==> src/rtl/kb_command_scheduler.sv <==
// rtl/kb_command_scheduler.sv - key-event to command FIFO scheduler with movement auto-repeat
// Rises and repeat ticks mark keys pending; one pending key per cycle is queued into a 4-deep FIFO.
module kb_command_scheduler #(
  parameter int REPEAT_DELAY  = 25000000,
  parameter int REPEAT_PERIOD = 5000000
) (
  input  logic       clock,
  input  logic       reset,
  input  logic       w,
  input  logic       a,
  input  logic       s,
  input  logic       d,
  input  logic       left,
  input  logic       right,
  input  logic       up,
  input  logic       down,
  input  logic       space,
  input  logic       enter,
  output logic       cmd_valid,
  output logic [3:0] cmd_code,
  input  logic       cmd_ready,
  output logic [2:0] fifo_count,
  output logic       coalesced
);

  localparam logic [25:0] DELAY_LAST  = 26'(REPEAT_DELAY - 1);
  localparam logic [25:0] PERIOD_LAST = 26'(REPEAT_PERIOD - 1);

  // Key vector bit i carries command code i+1; orders list bit indices, highest priority first.
  localparam logic [3:0] GRANT_ORDER [10] = '{4'd9, 4'd8, 4'd6, 4'd7, 4'd4, 4'd5, 4'd0, 4'd1, 4'd2, 4'd3};
  localparam logic [3:0] MOVE_ORDER  [8]  = '{4'd6, 4'd7, 4'd4, 4'd5, 4'd0, 4'd1, 4'd2, 4'd3};

  logic [9:0]  keys;
  logic [9:0]  prev;
  logic [9:0]  rise;
  logic [9:0]  pending;
  logic [9:0]  set_vec;
  logic [9:0]  tick_vec;
  logic [9:0]  grant_vec;
  logic [3:0]  target_idx;
  logic [3:0]  target_code;
  logic [3:0]  last_code;
  logic [3:0]  grant_idx;
  logic [3:0]  grant_code;
  logic        target_hit;
  logic        grant_hit;
  logic        same_target;
  logic        tick;
  logic        phase_periodic;
  logic        pop;
  logic        push;
  logic        can_push;
  logic [25:0] hold_cnt;
  logic [3:0]  mem [4];
  logic [1:0]  rd_ptr;
  logic [1:0]  wr_ptr;

  assign keys = {enter, space, down, up, right, left, d, s, a, w};
  assign rise = keys & ~prev;

  always_comb begin
    target_hit = 1'b0;
    target_idx = 4'd0;
    for (int i = 7; i >= 0; i--) begin
      if (keys[MOVE_ORDER[i]]) begin
        target_hit = 1'b1;
        target_idx = MOVE_ORDER[i];
      end
    end
  end

  assign target_code = target_hit ? (target_idx + 4'd1) : 4'd0;
  assign same_target = target_hit && (target_code == last_code);
  assign tick        = same_target &&
                       (phase_periodic ? (hold_cnt == PERIOD_LAST) : (hold_cnt == DELAY_LAST));
  assign tick_vec    = tick ? (10'd1 << target_idx) : 10'd0;
  assign set_vec     = rise | tick_vec;

  assign cmd_valid = (fifo_count != 3'd0);
  assign cmd_code  = cmd_valid ? mem[rd_ptr] : 4'd0;
  assign pop       = cmd_valid & cmd_ready;
  // A full FIFO can still accept a push when the head leaves in the same cycle.
  assign can_push  = (fifo_count != 3'd4) || pop;

  always_comb begin
    grant_hit = 1'b0;
    grant_idx = 4'd0;
    for (int i = 9; i >= 0; i--) begin
      if (pending[GRANT_ORDER[i]]) begin
        grant_hit = can_push;
        grant_idx = GRANT_ORDER[i];
      end
    end
  end

  assign push       = grant_hit;
  assign grant_vec  = grant_hit ? (10'd1 << grant_idx) : 10'd0;
  assign grant_code = grant_idx + 4'd1;

  always_ff @(posedge clock or posedge reset) begin
    if (reset) begin
      prev      <= 10'd0;
      pending   <= 10'd0;
      coalesced <= 1'b0;
    end else begin
      prev      <= keys;
      pending   <= (pending & ~grant_vec) | set_vec;
      if ((set_vec & pending & ~grant_vec) != 10'd0)
        coalesced <= 1'b1;
    end
  end

  always_ff @(posedge clock or posedge reset) begin
    if (reset) begin
      rd_ptr     <= 2'd0;
      wr_ptr     <= 2'd0;
      fifo_count <= 3'd0;
    end else begin
      if (push)
        wr_ptr <= wr_ptr + 2'd1;
      if (pop)
        rd_ptr <= rd_ptr + 2'd1;
      case ({push, pop})
        2'b10:   fifo_count <= fifo_count + 3'd1;
        2'b01:   fifo_count <= fifo_count - 3'd1;
        default: fifo_count <= fifo_count;
      endcase
    end
  end

  always_ff @(posedge clock) begin
    if (push)
      mem[wr_ptr] <= grant_code;
  end

  // The hold counter restarts whenever the repeat target changes or disappears.
  always_ff @(posedge clock or posedge reset) begin
    if (reset) begin
      last_code      <= 4'd0;
      hold_cnt       <= 26'd0;
      phase_periodic <= 1'b0;
    end else begin
      last_code <= target_code;
      if (!same_target) begin
        hold_cnt       <= 26'd0;
        phase_periodic <= 1'b0;
      end else if (tick) begin
        hold_cnt       <= 26'd0;
        phase_periodic <= 1'b1;
      end else begin
        hold_cnt <= hold_cnt + 26'd1;
      end
    end
  end

endmodule

==> config.mk <==
export PLATFORM = sky130hd
export DESIGN_NAME = kb_command_scheduler
export DESIGN_NICKNAME = d
export VERILOG_FILES = /design/src/rtl/kb_command_scheduler.sv
export SDC_FILE = /design/constraint.sdc
export NUM_CORES = 1
export LEC_CHECK = 0
export BUFFER_PORTS_ARGS = -buffer_cell sky130_fd_sc_hd__buf_2
export CAP_MARGIN = 10
export CORE_MARGIN = 4
export CORE_UTILIZATION = 60
export CTS_BUF_LIST = sky130_fd_sc_hd__clkbuf_4
export CTS_CLUSTER_DIAMETER = 200
export DETAILED_ROUTE_END_ITERATION = 12
export PLACE_DENSITY = 0.89
export SLEW_MARGIN = 10
export SYNTH_ARGS = -nofsm -noshare
export SYNTH_HDL_FRONTEND = slang
export SYNTH_SLANG_ARGS = --single-unit
export TNS_END_PERCENT = 30
==> constraint.sdc <==
create_clock -name clock -period 3.1 [get_ports clock]
set_input_delay 0.62 -clock clock [delete_from_list [all_inputs] [get_ports clock]]
set_output_delay 0.62 -clock clock [all_outputs]
set_load 0.02 [all_outputs]
==> metrics.md <==
| Metric | Value |
|---|---|
| DP HPWL | roughly 5.7 mm |
| Hold WS | 0.324 ns |
| Unique masters post-synth | 48 |
| Num Clock Sinks | between 70 and 80 |
| Initial core utilization | 0.616 |
| GRT Overall Usage | 0.221 |
| HP Start | enter |
| Post-synth EDFFs | 16 |
| Reg2Reg Capture Point | fifo_count[2] |
| Most frequent cell after synthesis | dfrtp_1 |
| Setup TNS | 0 ns |
| Max_cap viols | 0 |
| Outcome | completed |
| RSZ-0062 raised after global routing | no |
| Post-route ant nets | 0 |
| Period minus WS final | ~2.8 ns |
| Synth Cell Area | 0.00389 mm^2 |
| Period utilisation layout | 0.916 |
| PD cells | roughly 740 mW/mm^2 |
| Area growth syn-to-layout | 10.4% |
| Via count | between 2000 and 3000 |
| Die Width | 88.5 um |
| Num CTS Buffers | 9 |
| Final Setup Violations | 0 |
| Worst hold path class | input port to flop |
| Worst Tran Pin Value | approximately 0.82 ns |
| Ant diodes | 0 |
| Detailed Route WL | ~7.6 mm |
| DRC viols | 0 |
| CTS tree | yes |
| Leakage power | 1.81 nW |
| Syn Nets | 402 |
| Worst-path clk slew | approximately 0.12 ns |
| GRT Residual Overflow | 0 |
| Die Y | 88.5 um |
| # nets final | 435 |
| Warnings, synthesis | 0 |
| Initial drt markers | between 150 and 200 |
| Antenna violations before repair | 0 |
| Worst setup SP type | flop |
| CTS max path bufs | 2 |
| Post-synth top area share | 0.380 |
| Top_reg_cell synth | dfrtp_1 |
| Synth area leaders | dfrtp_1 (38%), edfxtp_1 (12%), ha_1 (5.8%), nor2_1 (4.7%), xnor2_1 (4.3%) |
| Maximum fanout along the worst path | 8 |
| Post CTS Setup Buffer Count | 0 |
| Register Area | 0.00196 mm^2 |
| Row cnt | 29 |
| Die ar. | a little under 0.008 mm^2 |
| Final Slew Violations | 0 |
| Final hold vios | 0 |
| Maximum vdd drop | approximately 550 uV |
| Post-CTS Hold Fix Bufs | 0 |
| Synth area leader | dfrtp_1 |
| Worst EP required | approximately 3.5 ns |
| Max Clock Skew | 0.0106 ns |
| Share of cells above drive strength 1 | 0.145 |
| Drt wl/cell | around 16 um |
| Max_slew headroom | 0.453 |
| Fill count | around 500 |
| Number of global-route vias before repair | slightly below 3000 |
| Mean Syn Cell Area | approximately 11 um^2 |
| First-pass GRT wire length | 13.3 mm |
| Post_cts resized | 0 |
| Worst Path Arrival | around 3.2 ns |
| First drt pass iteration count | 4 |
| I/O Buffers | 21 |
| RR Startpoint | pending[5] |
| Worst setup path class | flop to flop |
| Core Footprint | approximately 0.0063 mm^2 |
| Pin count of the biggest net entering global routing | 42 |
| Hold Path End | prev[9] |
| CTS root buffer | clkbuf_4 |
| R2r worst-path depth | 10 |
| Multi-input logic area | ~0.0018 mm^2 |
| Sequential share of the synthesized area | 0.503 |
| Synthesized flop and latch total | 75 |
| Clock Latency Late Sink | roughly 0.43 ns |
| H-tree Lvls | 3 |
| Hold depth | 1 |
| Via density | 5.81 |
| Routability cong. | slightly above 0.9 |
| Cells after Synth | 370 |
| Commonest cells post-synth | dfrtp_1 (59), nor2_1 (49), inv_1 (31), nand2_1 (28), nand3_1 (24) |
| Flop2flop setup slack | 0.26 ns |
| IO Pins | 22 |
| CP Capture Type | flop |
| Async S/R FF share, synth | 0.787 |
| Highest clock rate | between 0.3 and 0.4 GHz |
==> cell families after synthesis <==
| family | Yosys count | share of synthesized area |
|---|---|---|
| multiplexers | 4 | 0.0232 |
| adder cells (fa/ha/maj) | 19 | 0.0631 |
| AND/OR/NAND/NOR | 158 | 0.221 |
| flip-flops | 75 | 0.503 |
| AO/OA/AOI/OAI | 43 | 0.0730 |
| buffers and inverters | 37 | 0.0376 |
| XOR/XNOR | 34 | 0.0785 |
==> per-stage QoR <==
step           setup slack (ns)  std cells   util  total power (W)  instance area (um^2)
2_1_floorplan             0.464        370      -          0.00213                  3890
3_3_place_gp              0.365        469  0.651          0.00238                  4110
3_5_place_dp              0.252        469  0.651          0.00246                  4110
4_1_cts                   0.277        485  0.680          0.00322                  4290
5_1_grt                  0.0970        485  0.680          0.00340                  4290
6_report                  0.260        485  0.680          0.00319                  4290
==> worst max-delay path: stages (launching register included) <==
cell and delay, ns:
dfrtp_1 0.46, or4_1 0.57, nor2_1 0.32, a21boi_1 0.25, inv_1 0.11, ha_1 0.19, inv_1 0.06, fa_1 0.38
xor2_1 0.15, nor2_1 0.11, xor2_1 0.17
==> worst max-delay path by stage <==
stage | from | end | slack, ns | depth (start not counted)
2_1_floorplan | cmd_ready | fifo_count[2] | 0.46 | 10
3_3_place_gp | d | coalesced | 0.37 | 12
3_5_place_dp | d | hold_cnt[17] | 0.25 | 12
4_1_cts | pending[5] | fifo_count[2] | 0.28 | 10
5_1_grt | pending[5] | fifo_count[2] | 0.1 | 10
6_report | pending[5] | fifo_count[2] | 0.26 | 10
==> per-layer routing <==
metal | GRT usage | up-vias | share of wire
met3 | 0.0400 | 18 | 0.048
met5 | 0 | - | 0
met2 | 0.386 | 73 | 0.52
met4 | 0.0879 | 0 | 0.021
li1 | - | 1331 | -
met1 | 0.271 | 1394 | 0.41
==> power by group <==
group	leakage, nW	internal, W	switching, W	total [W]
clock network	0.0983	0.000408	0.000353	0.000760
registers	0.875	0.00128	0.000166	0.00145
logic	0.838	0.000403	0.000575	0.000977
total	1.81	0.00209	0.00109	0.00319
==> area by class of cell <==
class                   count  area share
flip-flops and latches     75       0.456
multi-input cells         258       0.416
repair buffers             28      0.0367
inverters                  31      0.0271
clock inverters             7      0.0265
well taps                  77      0.0224
clock buffers               9      0.0157
==> registers in the layout, indices dropped and copies added, names as in the netlist <==
register / cells
coalesced: 1
fifo_count: 3
last_code: 4
wr_ptr: 2
prev: 10
phase_periodic: 1
pending: 10
rd_ptr: 2
hold_cnt: 26
mem: 16
==> placed cells by master (no fill, tap or decap), types with 4 or more instances in the layout <==
master and count:
nor3_1 7, xor2_1 14, inv_1 30, a21oi_1 9
ha_1 18, buf_2 21, xnor2_1 19, and2_1 9
nor4_1 4, o21ai_0 8, nor2_1 49, mux4_2 4
edfxtp_1 16, nand4_1 6, nand3_1 24, o21ai_1 6
nand2_1 28, nor2b_1 10, buf_4 7, dfrtp_1 59
clkbuf_4 9
Power figures use the tool's default switching activity.
